<file path="src/rtl/wshb_mire_slave.sv">
// Wishbone classic slave that serves a synthetic test-pattern framebuffer.
// Pixel reads return {8'h00,R,G,B}; a small register bank selects the pattern.
module wshb_mire_slave #(
  parameter int          HDISP     = 800,
  parameter int          VDISP     = 480,
  parameter int          LATENCY   = 1,
  parameter logic [31:0] CTRL_BASE = 32'h0100_0000
) (
  input  logic        wshb_clk,
  input  logic        wshb_rst_n,
  input  logic        cyc,
  input  logic        stb,
  input  logic        we,
  input  logic [31:0] adr,
  input  logic [31:0] dat_ms,
  input  logic [3:0]  sel,
  output logic [31:0] dat_sm,
  output logic        ack
);

  localparam int          NPIX    = HDISP * VDISP;
  localparam int          IW      = $clog2(NPIX);
  localparam int          XW      = $clog2(HDISP);
  localparam int          YW      = $clog2(VDISP);
  localparam int          BAR_W   = HDISP / 8;
  localparam logic [31:0] PIX_END = 32'(4 * NPIX);
  localparam logic [31:0] ID_WORD = 32'h4D49_5245;

  typedef enum logic [2:0] {S_IDLE, S_DIVIDE, S_WAIT, S_ACK, S_GAP} state_t;
  localparam state_t AFTER_SETUP = (LATENCY == 0) ? S_ACK : S_WAIT;

  state_t state, state_nxt;

  logic          req;
  logic          req_we;
  logic [31:0]   req_adr;
  logic [23:0]   req_dat;
  logic [2:0]    req_sel;
  logic [IW-1:0] idx_in, req_idx;
  logic          miss_in, req_pix, req_reg, div_done, wait_done;
  logic [IW-1:0] rem;
  logic [XW-1:0] cur_x, x_q;
  logic [YW-1:0] cur_y, y_q;
  logic [IW-1:0] next_idx;
  logic [15:0]   wait_cnt;
  logic [1:0]    mode;
  logic [23:0]   color;
  logic [31:0]   frame;
  logic [23:0]   pix;
  logic [31:0]   rdata;
  logic          unused_ok;

  assign req       = cyc & stb;
  assign idx_in    = adr[IW+1:2];
  assign miss_in   = (adr < PIX_END) && !we && (idx_in != next_idx);
  assign req_idx   = req_adr[IW+1:2];
  assign req_pix   = req_adr < PIX_END;
  assign req_reg   = req_adr[31:4] == CTRL_BASE[31:4];
  assign div_done  = rem < IW'(HDISP);
  assign wait_done = wait_cnt == 16'(LATENCY - 1);
  assign unused_ok = ^{adr[1:0], dat_ms[31:24], sel[3]};

  always_ff @(posedge wshb_clk) begin
    if (!wshb_rst_n) state <= S_IDLE;
    else             state <= state_nxt;
  end

  always_comb begin
    // NOTE: default assignment first so no path through the case leaves state_nxt unassigned (no latch).
    state_nxt = state;
    case (state)
      S_IDLE:   if (req) state_nxt = miss_in ? S_DIVIDE : AFTER_SETUP;
      S_DIVIDE: if (!req) state_nxt = S_IDLE;
                else if (div_done) state_nxt = AFTER_SETUP;
      S_WAIT:   if (!req) state_nxt = S_IDLE;
                else if (wait_done) state_nxt = S_ACK;
      S_ACK:    state_nxt = S_GAP;
      default:  state_nxt = S_IDLE;
    endcase
  end

  // Request latch, divider and wait counter: every value is rewritten before use.
  // NOTE: these datapath registers are deliberately not reset; only control state and visible registers are.
  always_ff @(posedge wshb_clk) begin
    wait_cnt <= (state == S_WAIT) ? wait_cnt + 16'd1 : '0;
    if (state == S_IDLE && req) begin
      req_we  <= we;
      req_adr <= adr;
      req_dat <= dat_ms[23:0];
      req_sel <= sel[2:0];
      if (miss_in) begin
        rem   <= idx_in;
        cur_y <= '0;
      end else begin
        cur_x <= x_q;
        cur_y <= y_q;
      end
    end
    if (state == S_DIVIDE) begin
      if (!div_done) begin
        rem   <= rem - IW'(HDISP);
        cur_y <= cur_y + 1'b1;
      end else begin
        cur_x <= rem[XW-1:0];
      end
    end
  end

  // Register writes and cache/FRAME updates commit only in the ACK cycle, so aborts leave them untouched.
  always_ff @(posedge wshb_clk) begin
    if (!wshb_rst_n) begin
      mode     <= '0;
      color    <= '0;
      frame    <= '0;
      next_idx <= '0;
      x_q      <= '0;
      y_q      <= '0;
    end else if (state == S_ACK) begin
      if (req_we && req_reg) begin
        if (req_adr[3:2] == 2'd0 && req_sel[0]) mode <= req_dat[1:0];
        if (req_adr[3:2] == 2'd1) begin
          for (int b = 0; b < 3; b++)
            if (req_sel[b]) color[8*b +: 8] <= req_dat[8*b +: 8];
        end
      end else if (!req_we && req_pix) begin
        if (req_idx == IW'(NPIX - 1)) begin
          next_idx <= '0;
          x_q      <= '0;
          y_q      <= '0;
          frame    <= frame + 32'd1;
        end else begin
          next_idx <= req_idx + 1'b1;
          if (cur_x == XW'(HDISP - 1)) begin
            x_q <= '0;
            y_q <= cur_y + 1'b1;
          end else begin
            x_q <= cur_x + 1'b1;
            y_q <= cur_y;
          end
        end
      end
    end
  end

  always_comb begin
    logic [15:0] xe, ye;
    logic [2:0]  bar;
    xe  = 16'(cur_x);
    ye  = 16'(cur_y);
    bar = '0;
    for (int b = 1; b < 8; b++)
      if (xe >= 16'(b * BAR_W)) bar = 3'(b);
    // Bar order white..black maps to R=~bar[1], G=~bar[2], B=~bar[0].
    case (mode)
      2'd0:    pix = {{8{~bar[1]}}, {8{~bar[2]}}, {8{~bar[0]}}};
      2'd1:    pix = (xe[5] ^ ye[5]) ? 24'hFF_FFFF : 24'h00_0000;
      2'd2:    pix = {xe[7:0], ye[7:0], 8'(xe + ye)};
      default: pix = color;
    endcase
  end

  always_comb begin
    rdata = '0;
    if (!req_we) begin
      if (req_pix) begin
        rdata = {8'h00, pix};
      end else if (req_reg) begin
        case (req_adr[3:2])
          2'd0:    rdata = {30'd0, mode};
          2'd1:    rdata = {8'h00, color};
          2'd2:    rdata = frame;
          default: rdata = ID_WORD;
        endcase
      end
    end
    ack    = (state == S_ACK);
    dat_sm = ack ? rdata : 32'h0;
  end

endmodule

</file>
<file path="config.mk">
export PLATFORM = sky130hd
export DESIGN_NAME = wshb_mire_slave
export DESIGN_NICKNAME = d
export VERILOG_FILES = /design/src/rtl/wshb_mire_slave.sv
export SDC_FILE = /design/constraint.sdc
export NUM_CORES = 1
export LEC_CHECK = 0
export BUFFER_PORTS_ARGS = -buffer_cell sky130_fd_sc_hd__buf_2
export CAP_MARGIN = 10
export CORE_ASPECT_RATIO = 0.75
export CORE_MARGIN = 1
export CORE_UTILIZATION = 64
export DETAILED_ROUTE_END_ITERATION = 7
export PLACE_DENSITY = 0.86
export SLEW_MARGIN = 20
export SYNTH_ARGS = -nofsm -noshare
export SYNTH_HDL_FRONTEND = slang
export SYNTH_SLANG_ARGS = --single-unit
</file>
<file path="constraint.sdc">
create_clock -name wshb_clk -period 7.72 [get_ports wshb_clk]
set_clock_uncertainty 0.05 [all_clocks]
set_input_delay 0.772 -clock wshb_clk [delete_from_list [all_inputs] [get_ports wshb_clk]]
set_output_delay 0.772 -clock wshb_clk [all_outputs]
set_load 0.005 [all_outputs]
</file>
==> summary.txt <==
STA
  – RSZ-0062 raised after global routing: false
  – Max frequency: about 210 MHz
  – WHS: 0.3932 ns
  – Slew Viols, Final: 0
  – Final hold vios: 0
  – Worst rel slew slack: 28.52%
  – Final Cycle Share: between 60% and 70%
  – Final Setup Violations: 0
  – Sum of negative setup slack: 0 ns
  – Tmin final: roughly 4.7 ns
  – Worst-Margin Slew: 1.068 ns

Clock tree
  – Register clock-pin slew on the reported worst setup and hold paths: 0.06 ns
  – CTS Buffer Depth: 3
  – H-tree depth: 1
  – CTS tree: done
  – Post-CTS Setup Inserts: 0
  – TritonCTS buffer count: 21
  – CTS root buffer: clkbuf_16
  – Cts repair resizes: 0
  – Worst skew pair latency: around 0.50 ns
  – Clock Sinks: ~210
  – Hold buffers post-CTS: 0

Yosys
  – Syn_area_per_cell: 9.126 um2
  – Area contributors post-synth: dfxtp_1 28%, edfxtp_1 18%, nor2_1 5.1%
  – Combinational family with the most area after synthesis: simple AND/OR/NAND/NOR gates
  – Synth Area in XOR/XNOR: 7.421%
  – Most frequent cells after synthesis: 146 x dfxtp_1, 143 x nor2_1, 99 x a21oi_1
  – Multiplexer area fraction after synthesis: 4.610%
  – Adder-Cell Fraction of Synth Area: 2.335%
  – Top cell type's share of synthesized area: 27.83%
  – Post-Syn Nets: 1,243
  – Post-synth EDFFs: 63
  – Ys Warns: 0
  – Syn Std Cell Area: 0.01050 mm2
  – Top-count cell post-synth: dfxtp_1
  – Syn Inst Count: 1,151
  – Compound-cell area share of the yosys netlist: between 10% and 20%
  – Seq cells post-synth: approximately 210
  – Post-synthesis cell type count: 72
  – Post-Synth Simple-Gate Area: 20.87%
  – Synth area leader: dfxtp_1
  – Share of the yosys chip area belonging to registers: roughly 46%
  – Synth async-reset ratio: 0%
  – Most used DFF post-synth: dfxtp_1

Route
  – Vias: about 9,500
  – First DRT Iteration DRCs: 1,347
  – Met3 WL: 3189 um
  – Post-route ant nets: 0
  – Router iterations before antenna repair: 8
  – Met1 Routed Length: 11,480 um
  – Mean number of vias per cell: 6.594
  – Met2 wire len: 12,500 um
  – DRC: 0
  – Total Wirelength: 27,810 um
  – WL/cell: 19.34 um
  – DR top layer: met4

Place
  – Placed insts: between 1,000 and 1,500
  – Port Buf Inserts: 94
  – Hpwl dp: 18,990 um
  – GP Congestion: between 0.9 and 1

Finish
  – Post-route non-filler standard cell count: 1,438
  – Register area: 0.004815 mm2
  – Final Util: 73.38%
  – Antenna Cells: 0
  – Final #Nets: 1,305
  – Layout cell share with drive strength beyond 1: 13.52%
  – Fillers: 1,153
  – Multi-input gate area: 0.005315 mm2
  – Synth-to-layout area growth: 11.89%

Worst setup path
  – Worst Setup End Kind: primary output
  – CP required: slightly below 7 ns
  – CP Launch Point: req_adr[13]
  – CP Max Fanout: 23
  – Crit Path Category: reg -> out
  – Startpoint types: flip-flop
  – CP Data Arrival Time: roughly 3.9 ns
  – R2R Path Start: req_adr[3]

GRT
  – Vias in the first global route: 8,609
  – GRT Resource Usage Total: between 30% and 40%
  – Initial antenna violation count: 0
  – Largest net degree at the start of global routing: 88
  – First-pass GRT wire length: about 44,000 um
  – GR Overflow Total: 0

Run status
  – Outcome: complete, no violations

Floorplan
  – Core box area: roughly 0.016 mm2
  – Row count: 40
  – Die W: 149.9 um
  – Ports: between 100 and 150
  – Starting density of the core: 65.59%
  – Die area: 0.01693 mm2
  – Chip Height: 112.9 um

Power and ir drop
  – LEAKAGE: 4.621 nW
  – Sequential power share: 51.1%
  – Worst VDD drop: 0.0001621 V
  – Clock power share: 42.3%
  – Sw Share: 24.15%
  – Internal power: around 1.8 mW
  – Gate power share: 6.7%
  – P_sw: 0.5864 mW
  – Total power: about 2.4 mW
  – PD cells: 206.6 mW/mm2

Job
  – Max-cap viol count: 0

Worst hold path
  – Hold path startpoint: dat_ms[6]
  – HP Class: in -> reg
layout make-up:
cell class                 instances  share of cell area [%]
multi-input combinational        846                   45.23
sequential                       209                   40.97
clock buffer                      26                   4.801
timing repair buffer             105                   4.706
tap                              210                   2.236
clock inverter                    12                   1.107
inverter                          30                  0.9582
routing by layer:
layer,GRT usage [%],vias up
met5,0,-
met4,7.879,0
met3,5.323,75
met2,51.98,577
met1,47.49,4498
li1,-,4332
critical path, stage by stage (launching register included):
cell and delay (ns):
edfxtp_1 0.49, a31oi_1 0.29, o21a_1 0.80, nand3b_1 0.29, nor3_1 0.91, a2111oi_0 0.35
buf_2 0.23
kinds of logic after synthesis:
group / after synthesis
flip-flops: 209
adder cells (fa/ha/maj): 19
XOR/XNOR: 89
AND/OR/NAND/NOR: 442
multiplexers: 48
buffers and inverters: 96
AO/OA/AOI/OAI: 248
power by group through the flow:
stage	Sequential [mW]	Clock, mW	Combinational (mW)
2_1_floorplan	1.24	0	0.113
3_3_place_gp	1.26	0	0.149
3_5_place_dp	1.26	0	0.156
4_1_cts	1.24	1.03	0.158
5_1_grt	1.24	1.08	0.176
6_report	1.24	1.03	0.162
cells in the final DEF, fill, tap and decap left out, types with 11 or more instances in the layout:
| master | count |
|---|---|
| dfxtp_1 | 146 |
| nor2_1 | 143 |
| a21oi_1 | 99 |
| buf_2 | 94 |
| nand2_1 | 83 |
| edfxtp_1 | 63 |
| nand3_1 | 59 |
| xor2_1 | 57 |
| mux2i_1 | 45 |
| o21ai_0 | 35 |
| xnor2_1 | 32 |
| nor4_1 | 30 |
| inv_1 | 27 |
| nor3_1 | 26 |
| nand4_1 | 21 |
| clkbuf_16 | 21 |
| and3_1 | 20 |
| ha_1 | 18 |
| a22oi_1 | 13 |
| a22o_1 | 13 |
| or3_1 | 12 |
| buf_4 | 11 |
state kept, by name, summed over array words and instances (netlist names), 2 cells and up:
register and flops:
frame 32, req_adr 30, color 24, req_dat 24, next_idx 19, rem 19
wait_cnt 16, cur_x 10, x_q 10, cur_y 8, y_q 8, req_sel 3
state 3, mode 2
path summary, 6_finish.rpt:
kind | slack [ns] | endpoint | depth (start not counted)
worst max-delay path | 3.03 | dat_sm[7] | 6
worst min-delay path | 0.39 | req_dat[6] | 1
worst max register to register | 3.98 | frame[31] | 7
worst min register to register | 0.41 | x_q[2] | 2
metrics by stage:
step / setup WS, ns / cell area, um2
6_report: 3.033 / 11750
3_3_place_gp: 3.842 / 11060
4_1_cts: 3.254 / 11750
5_1_grt: 2.881 / 11750
2_1_floorplan: 4.013 / 10500
3_5_place_dp: 3.834 / 11060
No activity file was read; power rests on OpenSTA's default activity.
